[src/rtl/spi_pkg.sv]
`default_nettype none
// ============================================================================
//  Module   : spi_pkg
//  Brief    : Shared types and constants for the SPI target and initiator.
//  Revision : 1.0  initial release
// ============================================================================
package spi_pkg;

    typedef logic [7:0] byte_t;
    typedef logic [2:0] bitcnt_t;

    typedef enum logic [0:0] {
        ST_IDLE   = 1'b0,
        ST_ACTIVE = 1'b1
    } state_t;

    localparam byte_t SPI_DEFAULT_IDLE_BYTE = 8'hFF;

    // Mode 0: clock idles low, data sampled on the rising edge.
    localparam logic SPI_CPOL = 1'b0;
    localparam logic SPI_CPHA = 1'b0;

endpackage : spi_pkg
`default_nettype wire

[src/rtl/spi_target_sync_edge.sv]
`default_nettype none
// ============================================================================
//  Module   : sync_edge
//  Brief    : Multi-stage synchronizer with registered rise/fall pulses.
//  Revision : 1.0  initial release
// ============================================================================
module sync_edge #(
    parameter int unsigned SYNC_STAGES = 2,
    parameter logic        RESET_VAL   = 1'b0
) (
    input  logic clock,
    input  logic reset,
    input  logic i_async,
    output logic o_rise,
    output logic o_fall
);

    logic [SYNC_STAGES-1:0] r_sync;
    logic [SYNC_STAGES:0]   r_vld;
    logic                   r_prev;
    logic                   r_rise;
    logic                   r_fall;
    logic                   w_level;

    assign w_level = r_sync[SYNC_STAGES-1];

    // Edges are reported only once both samples come from the real input, so
    // the reset value of the chain can never fake a transition.
    always_ff @(posedge clock) begin
        if (reset) begin
            r_sync <= {SYNC_STAGES{RESET_VAL}};
            r_vld  <= '0;
            r_prev <= RESET_VAL;
            r_rise <= 1'b0;
            r_fall <= 1'b0;
        end else begin
            r_sync <= {r_sync[SYNC_STAGES-2:0], i_async};
            r_vld  <= {r_vld[SYNC_STAGES-1:0], 1'b1};
            r_prev <= w_level;
            r_rise <= r_vld[SYNC_STAGES] &  w_level & ~r_prev;
            r_fall <= r_vld[SYNC_STAGES] & ~w_level &  r_prev;
        end
    end

    assign o_rise = r_rise;
    assign o_fall = r_fall;

endmodule : sync_edge
`default_nettype wire

[src/rtl/spi_target.sv]
`default_nettype none
// ============================================================================
//  Module   : spi_target
//  Brief    : Oversampled SPI mode-0 target with valid/ready byte streams.
//  Revision : 1.0  initial release
// ============================================================================
module spi_target
    import spi_pkg::*;
#(
    parameter int unsigned SYNC_STAGES = 2,
    parameter byte_t       IDLE_BYTE   = SPI_DEFAULT_IDLE_BYTE
) (
    input  logic       clock,
    input  logic       reset,
    input  logic       sclk,
    input  logic       cs_n,
    input  logic       mosi,
    output logic       miso,
    output logic       miso_en,
    output logic [7:0] rx_data,
    output logic       rx_valid,
    input  logic       rx_ready,
    input  logic [7:0] tx_data,
    input  logic       tx_valid,
    output logic       tx_ready,
    output logic       overrun,
    output logic       underrun,
    input  logic       err_clr,
    output logic       busy
);

    state_t                 r_state;
    state_t                 w_state_nxt;
    logic [SYNC_STAGES-1:0] r_mosi_sync;
    bitcnt_t                r_bitcnt;
    logic [6:0]             r_rx_shift;
    byte_t                  r_rx_data;
    logic                   r_rx_valid;
    byte_t                  r_tx_hold;
    logic                   r_hold_full;
    logic [6:0]             r_tx_shift;
    logic                   r_miso;
    logic                   r_overrun;
    logic                   r_underrun;

    logic  w_sclk_rise, w_sclk_fall, w_cs_rise, w_cs_fall;
    logic  w_start, w_stop, w_in_active, w_rise_ev, w_fall_ev;
    logic  w_load, w_shift, w_byte_done, w_rx_accept, w_tx_accept;
    byte_t w_load_byte, w_rx_byte;

    sync_edge #(.SYNC_STAGES(SYNC_STAGES), .RESET_VAL(1'b0)) u_sync_sclk (
        .clock   (clock),
        .reset   (reset),
        .i_async (sclk),
        .o_rise  (w_sclk_rise),
        .o_fall  (w_sclk_fall)
    );

    sync_edge #(.SYNC_STAGES(SYNC_STAGES), .RESET_VAL(1'b1)) u_sync_cs (
        .clock   (clock),
        .reset   (reset),
        .i_async (cs_n),
        .o_rise  (w_cs_rise),
        .o_fall  (w_cs_fall)
    );

    // ---------------------------------------------------------------- FSM
    always_ff @(posedge clock) begin
        if (reset) r_state <= ST_IDLE;
        else       r_state <= w_state_nxt;
    end

    always_comb begin
        w_state_nxt = r_state;
        case (r_state)
            ST_IDLE:   if (w_cs_fall) w_state_nxt = ST_ACTIVE;
            ST_ACTIVE: if (w_cs_rise) w_state_nxt = ST_IDLE;
            default:   w_state_nxt = ST_IDLE;
        endcase
    end

    always_comb begin
        busy    = (r_state == ST_ACTIVE);
        miso_en = (r_state == ST_ACTIVE);
    end

    // ------------------------------------------------------------ events
    assign w_start     = (r_state == ST_IDLE)   && w_cs_fall;
    assign w_stop      = (r_state == ST_ACTIVE) && w_cs_rise;
    assign w_in_active = (r_state == ST_ACTIVE) && !w_cs_rise;
    assign w_rise_ev   = w_in_active && w_sclk_rise;
    assign w_fall_ev   = w_in_active && w_sclk_fall;
    assign w_load      = w_start || (w_fall_ev && (r_bitcnt == 3'd0));
    assign w_shift     = w_fall_ev && (r_bitcnt != 3'd0);
    assign w_byte_done = w_rise_ev && (r_bitcnt == 3'd7);
    assign w_rx_byte   = {r_rx_shift, r_mosi_sync[SYNC_STAGES-1]};
    assign w_rx_accept = w_byte_done && (!r_rx_valid || rx_ready);
    // Only an empty holding register accepts, so a shifter load in the same
    // cycle can never race a fresh byte out of the holding register.
    assign w_tx_accept = tx_valid && !r_hold_full;
    assign w_load_byte = r_hold_full ? r_tx_hold : IDLE_BYTE;

    // ---------------------------------------------------------- datapath
    always_ff @(posedge clock) begin
        if (reset) begin
            r_mosi_sync <= {SYNC_STAGES{1'b1}};
            r_bitcnt    <= '0;
            r_rx_shift  <= '0;
            r_rx_data   <= '0;
            r_rx_valid  <= 1'b0;
            r_tx_hold   <= '0;
            r_hold_full <= 1'b0;
            r_tx_shift  <= '1;
            r_miso      <= 1'b1;
            r_overrun   <= 1'b0;
            r_underrun  <= 1'b0;
        end else begin
            r_mosi_sync <= {r_mosi_sync[SYNC_STAGES-2:0], mosi};

            if (w_start || w_stop) r_bitcnt <= '0;
            else if (w_rise_ev)    r_bitcnt <= r_bitcnt + 3'd1;

            if (w_stop)         r_rx_shift <= '0;
            else if (w_rise_ev) r_rx_shift <= w_rx_byte[6:0];

            if (w_rx_accept) begin
                r_rx_data  <= w_rx_byte;
                r_rx_valid <= 1'b1;
            end else if (r_rx_valid && rx_ready) begin
                r_rx_valid <= 1'b0;
            end

            if (w_load && r_hold_full) begin
                r_hold_full <= 1'b0;
            end else if (w_tx_accept) begin
                r_hold_full <= 1'b1;
                r_tx_hold   <= tx_data;
            end

            if (w_stop) begin
                r_miso     <= 1'b1;
                r_tx_shift <= '1;
            end else if (w_load) begin
                r_miso     <= w_load_byte[7];
                r_tx_shift <= w_load_byte[6:0];
            end else if (w_shift) begin
                r_miso     <= r_tx_shift[6];
                r_tx_shift <= {r_tx_shift[5:0], 1'b1};
            end

            if (w_byte_done && !w_rx_accept) r_overrun <= 1'b1;
            else if (err_clr)                r_overrun <= 1'b0;

            if (w_load && !r_hold_full) r_underrun <= 1'b1;
            else if (err_clr)           r_underrun <= 1'b0;
        end
    end

    assign miso     = r_miso;
    assign rx_data  = r_rx_data;
    assign rx_valid = r_rx_valid;
    assign tx_ready = !r_hold_full;
    assign overrun  = r_overrun;
    assign underrun = r_underrun;

endmodule : spi_target
`default_nettype wire

[config.mk]
export PLATFORM = sky130hd
export DESIGN_NAME = spi_target
export DESIGN_NICKNAME = d
export VERILOG_FILES = /design/src/rtl/spi_pkg.sv /design/src/rtl/spi_target_sync_edge.sv /design/src/rtl/spi_target.sv
export SDC_FILE = /design/constraint.sdc
export NUM_CORES = 1
export LEC_CHECK = 0
export BUFFER_PORTS_ARGS = -buffer_cell sky130_fd_sc_hd__clkbuf_2
export CAP_MARGIN = 15
export CORE_ASPECT_RATIO = 0.6
export CORE_UTILIZATION = 46
export DETAILED_ROUTE_END_ITERATION = 8
export GPL_ROUTABILITY_DRIVEN = 1
export GPL_TIMING_DRIVEN = 0
export PLACE_DENSITY = 0.76
export SYNTH_ARGS = -nofsm -noshare
export SYNTH_HDL_FRONTEND = slang
export SYNTH_SLANG_ARGS = --single-unit
[constraint.sdc]
create_clock -name clock -period 1.17 [get_ports clock]
set_input_delay 0.351 -clock clock [delete_from_list [all_inputs] [get_ports clock]]
set_output_delay 0.351 -clock clock [all_outputs]
set_load 0.03 [all_outputs]
### Word level (Yosys, flattened, before mapping)

Index checks and enable logic that the tools add are counted.

* $add $sub $neg: 1
* eq/ne operators: 1
* muxes and demuxes: 15
* bitwise operators: 14
* reductions and logical operators: 31

Operators with widths (number)
* $logic_and 1x1->1: 14
* $mux 7: 2
* $mux 1: 11
* $and 1x1->1: 8
* $mux 8: 1
* $reduce_bool 2->1: 4
* $not 1->1: 6
* $reduce_or 2->1: 3
* $logic_not 1->1: 4
* $add 3x1->3 const B: 1
* $eq 3x3->1 const B: 1
* $logic_not 3->1: 1
* $logic_or 1x1->1: 3
* $reduce_bool 3->1: 1
* $pmux 1 s2: 1
* $reduce_and 2->1: 1

* register bits after elaboration: 57
* input port bits: 16

### Logic depth before layout (Yosys ltp)

* depth after elaboration: 8
* mapped depth: 7
* depth with buffers taken out: 6

### By module

Synthesis repeated with hierarchy kept, for this count alone.

* cells, all modules: 217
* area total of the unflattened synthesis: 2118.3 um^2

Modules (own cells, without submodules)
* spi_target: instances 1, cells each 185, area an instance 1660.3 um^2
* sync_edge at u_sync_sclk: instances 1, cells each 16, area an instance 232.7 um^2
* sync_edge at u_sync_cs: instances 1, cells each 16, area an instance 225.2 um^2

### Worst setup path after synthesis

No wires, ideal clock.

* path type: flip-flop to flip-flop
* start: register r_state (netlist: busy)
* end: register r_tx_shift[0]
* arrival: 1345 ps
* slack: -298 ps
* cell stages (with the launch flop): 6
* buffers on the path: 1
* period minus slack after synthesis: 1468 ps
* cells stage by stage: dfxtp_1 nand2b_4 a21boi_1 buf_4 nor2b_1 o21ai_1

* cells in the longest elaborated chain, start to end: 5
* elaborated cells between the ends (all ways): 11

Ends and longest elaborated chain
* start: declaration: line spi_target.sv:32 `state_t r_state;`
* start signal: assignment: line spi_target.sv:70 `else r_state <= w_state_nxt;`
* $logic_and 1x1->1: line spi_target.sv:90 `assign w_in_active = (r_state == ST_ACTIVE) && !w_cs_rise;`
* $logic_and 1x1->1: line spi_target.sv:92 `assign w_fall_ev = w_in_active && w_sclk_fall;`
* $logic_and 1x1->1: line spi_target.sv:93 `assign w_load = w_start || (w_fall_ev && (r_bitcnt == 3'd0));`
* $logic_or 1x1->1: line spi_target.sv:93
* $mux 7 / $reduce_bool 2->1 (equally long branches)
* end signal: assignment: line spi_target.sv:145 `r_tx_shift <= w_load_byte[6:0];`
* end signal: assignment: line spi_target.sv:148 `r_tx_shift <= {r_tx_shift[5:0], 1'b1};`
* end: declaration: line spi_target.sv:41 `logic [6:0] r_tx_shift;`

Parallel ways exist; a longest one is shown, timed or not.
A chain may end at the register's enable or synchronous reset.

### Worst setup path after layout

* start: register r_bitcnt[0]
* end: register r_underrun (netlist: underrun)

* cells in the longest elaborated chain, start to end: 5
* elaborated cells between the ends (all ways): 6

Ends and longest elaborated chain
* start: declaration: line spi_target.sv:35 `bitcnt_t r_bitcnt;`
* start signal: assignment: line spi_target.sv:121 `else if (w_rise_ev) r_bitcnt <= r_bitcnt + 3'd1;`
* $logic_not 3->1 *: line spi_target.sv:93
* $logic_and 1x1->1 *: line spi_target.sv:93
* $logic_or 1x1->1 *: line spi_target.sv:93
* $logic_and 1x1->1 *: line spi_target.sv:154 `if (w_load && !r_hold_full) r_underrun <= 1'b1;`
* $mux 1 / $reduce_bool 2->1 (equally long branches)
* end signal: assignment: line spi_target.sv:116 `r_underrun <= 1'b0;`
* end signal: assignment: line spi_target.sv:154
* end signal: assignment: line spi_target.sv:155 `else if (err_clr) r_underrun <= 1'b0;`
* end: declaration: line spi_target.sv:44 `logic r_underrun;`

Mark *: on every way between the ends. The rest lies on a longest branch, timed or not.

==> flow_summary.yaml <==
status:
  status: "complete, but fails checks"
  violations: "setup timing"
clock_network:
  tritoncts: "built"
  cts_sinks: 54
  root_buffer: "clkbuf_8"
  clockBufferDepth: 2
  cts_buffers: 5
  clk_pin_slew_ps: 90
  clkLatencyLatePin_ps: 300
  htreeDepth: 2
route:
  drc: 0
  routed_via_density: 5.00
  vias: 1570
  firstDrtPassIters: 4
  postRouteAntennaNets: 0
  drt_first_iter_violations: 98
  wl_um: 4120
  wl_per_cell_um: 13.1
power:
  comb_power_share: 0.067
  p_sw_frac: 0.219
  finalPower_w: 0.00315
  cellPowerDensity_nw_per_um2: 1170
  power.leakage_nw: 1.10
  seqPwrFrac: 0.602
  p_sw_w: 0.000690
  p_clk_frac: 0.331
  irDropWorstVdd_mv: 0.709
  intPower_w: 0.00246
min_path:
  min_path_type: "input port to register"
grt:
  grt_usage: 0.183
  antenna_found_initial: 0
  grt_max_degree: 16
  grt_pass1_vias: 1325
  grt_overflow: 0
  grt_pass1_wl_um: 6130
sta:
  skew_ps: 7.78
  fin_crit_ps: 1350
  fin_crit_sh: 1.15
  finalSetupViolations: 21
  rsz0062_at_grt: "true"
  slew_headroom: 0.686
  finalMaxSlewViolations: 0
  hold_viol_final: 0
  setup_ws_ps: -181
  maxClockFrequency_mhz: 740
  setup-tns-final_ps: -1860
  worstMarginPinSlew_ps: 462
synth:
  avgSynthCellArea_um2: 9.67
  yosysTopAreaCell: "dfxtp_1"
  synth_ff_type: "dfxtp_1"
  ys.warnings.count: 0
  syn_nets: 224
  synth_cell_types: 29
  synth_edf_count: 0
  synth_top_area_frac: 0.545
  synth_cells: 205
  ys_seq_area_frac: 0.545
  yosysMostFrequentCell: "dfxtp_1"
  synth.area.top_cells: "dfxtp_1 55%, mux2i_1 8.6%, nand2_1 5.1%"
  ys_ff_latch: 54
  netlist_area_um2: 1980
  synth_commonest_cells: "54 x dfxtp_1, 27 x nand2_1, 25 x nor2_1"
  async_flop_share: 0
critical_path:
  path_common_cell: "inv_2"
  slowest_delay_ps: 400
  crit_type: "register to register"
  cp-startpoint: "r_bitcnt[0]$_SDFFE_PP0P_"
  r2r_cells: 6
  regToRegStartpoint: "r_bitcnt[0]$_SDFFE_PP0P_"
  critPathMaxFanout: 5
  critPathArrivalTime_ps: 1580
  crit_end: "underrun$_SDFFE_PP0P_"
  required_ps: 1400
  r2r-end: "underrun$_SDFFE_PP0P_"
  critPathCaptureType: "register"
  r2r_setup_slack_ps: -180
  start_kind: "register"
  cp_slowest_cell: "or3b_1"
  cp_cell_sequence: "inv_2 -> ha_4 -> inv_2 -> o21ai_4 -> or3b_1 -> a21oi_1"
die:
  die_h_um: 52.9
  dieWidth_um: 86.8
  io_pins: 31
  core-area_um2: 4120
  die_area_um2: 4590
  row_count: 18
  initial_core_util: 0.481
place:
  portBuffers: 30
  dp_hpwl_um: 2620
  gp_congestion: 0.753
  pre_cts_slack_ps: -338
layout:
  diodes: 0
  drive_gt1_frac: 0.394
  fillers: 329
  finalNetCount: 272
  areaGrowthSynthToFinish_pct: 35.9
  fin_util: 0.654
job:
  cap_violations: 0
==> metrics by stage <==
step	instances	hold slack [ps]	area, µm²
after global placement	295	393	2270
after floorplan	205	389	2040
after global routing	314	215	2700
after CTS	309	214	2580
final	314	226	2700
after detailed placement	295	394	2270
==> cell type report <==
type                       count  area, µm²  share of cell area
inverter                       6       35.0              0.0130
buffer                         9       80.1              0.0297
tap                           60       75.1              0.0279
clock buffer                   7       86.3              0.0320
multi-input combinational    136        931               0.345
clock inverter                 1       5.00             0.00186
timing repair buffer          41        375               0.139
sequential                    54       1110               0.411
==> cells by family (layout without fill, tap and decap cells) <==
logic type,after synthesis,after routing,synth area share
buffers and inverters,15,64,0.0372
and+or+nand+nor,84,84,0.216
adders and majority gates,3,3,0.0189
DFF,54,54,0.545
AOI/OAI and AO/OA,32,32,0.0965
muxes,17,17,0.0858
==> worst max-delay path, delay by kind of cell (launching register included) <==
family / cells / cell delay [ps]
AO/OA/AOI/OAI: 2 / 310
adder cells (fa/ha/maj): 1 / 120
buffers and inverters: 2 / 100
flip-flops: 1 / 350
AND/OR/NAND/NOR: 1 / 400
==> metal layers <==
| metal | up-vias | track usage | wire (µm) |
|---|---|---|---|
| met5 | - | 0 | 0 |
| met4 | 0 | 0.0583 | 79 |
| met3 | 6 | 0.0562 | 222 |
| met2 | 49 | 0.283 | 1870 |
| met1 | 728 | 0.247 | 1950 |
| li1 | 787 | - | - |
==> sequential cells by signal, summed over array words and instances, names as in the netlist, 2 cells and up <==
signal and cells:
u_sync_cs.r_sync 2, r_tx_hold 8, u_sync_sclk.r_vld 3, r_tx_shift 7, rx_data 8, r_rx_shift 7
r_mosi_sync 2, r_bitcnt 3, u_sync_sclk.r_sync 2
==> how the worst min path moves through the flow <==
stage	startpoint	depth (start not counted)	to	slack, ps
4_1_cts	mosi	2	r_mosi_sync[0]$_SDFF_PP1_	210
3_5_place_dp	r_mosi_sync[0]$_SDFF_PP1_	1	r_mosi_sync[1]$_SDFF_PP1_	390
6_report	cs_n	2	u_sync_cs.r_sync[0]$_SDFF_PP1_	230
5_1_grt	cs_n	2	u_sync_cs.r_sync[0]$_SDFF_PP1_	220
3_3_place_gp	u_sync_cs.r_sync[0]$_SDFF_PP1_	1	u_sync_cs.r_sync[1]$_SDFF_PP1_	390
2_1_floorplan	u_sync_cs.r_prev$_SDFF_PP1_	1	u_sync_cs.o_rise$_SDFF_PP0_	390
==> layout by cell type (no fill, tap or decap), types with 2 or more instances in the layout <==
cell type / n
nand2b_1: 2
o31ai_1: 7
buf_8: 11
mux2i_1: 15
or2_2: 5
nor2b_1: 6
nor3b_2: 4
clkbuf_8: 9
ha_4: 2
nor3b_1: 7
buf_6: 7
nand2_2: 2
inv_1: 2
nor2_1: 25
mux2i_2: 2
dfxtp_1: 37
dfxtp_4: 2
clkbuf_1: 3
buf_4: 10
a21oi_1: 20
dfxtp_2: 15
inv_2: 3
clkbuf_2: 16
nand2_1: 25
==> power by group through the flow <==
stage / Combinational [W] / Clock [W] / Sequential (W)
after floorplan: 0.000103 / 0 / 0.00193
after global placement: 0.000153 / 0 / 0.00193
after detailed placement: 0.000156 / 0 / 0.00194
after CTS: 0.000177 / 0.00108 / 0.00189
after global routing: 0.000229 / 0.00116 / 0.00190
final: 0.000209 / 0.00104 / 0.00190
==> timing repair <==
action	4_1_cts	5_1_grt
gates cloned	1	0
setup endpoints to repair	44	51
buffers inserted	5	5
pin swaps	2	0
resized for setup	52	33
hold buffers	0	0
Note: power is estimated with default switching activity, not from simulation.
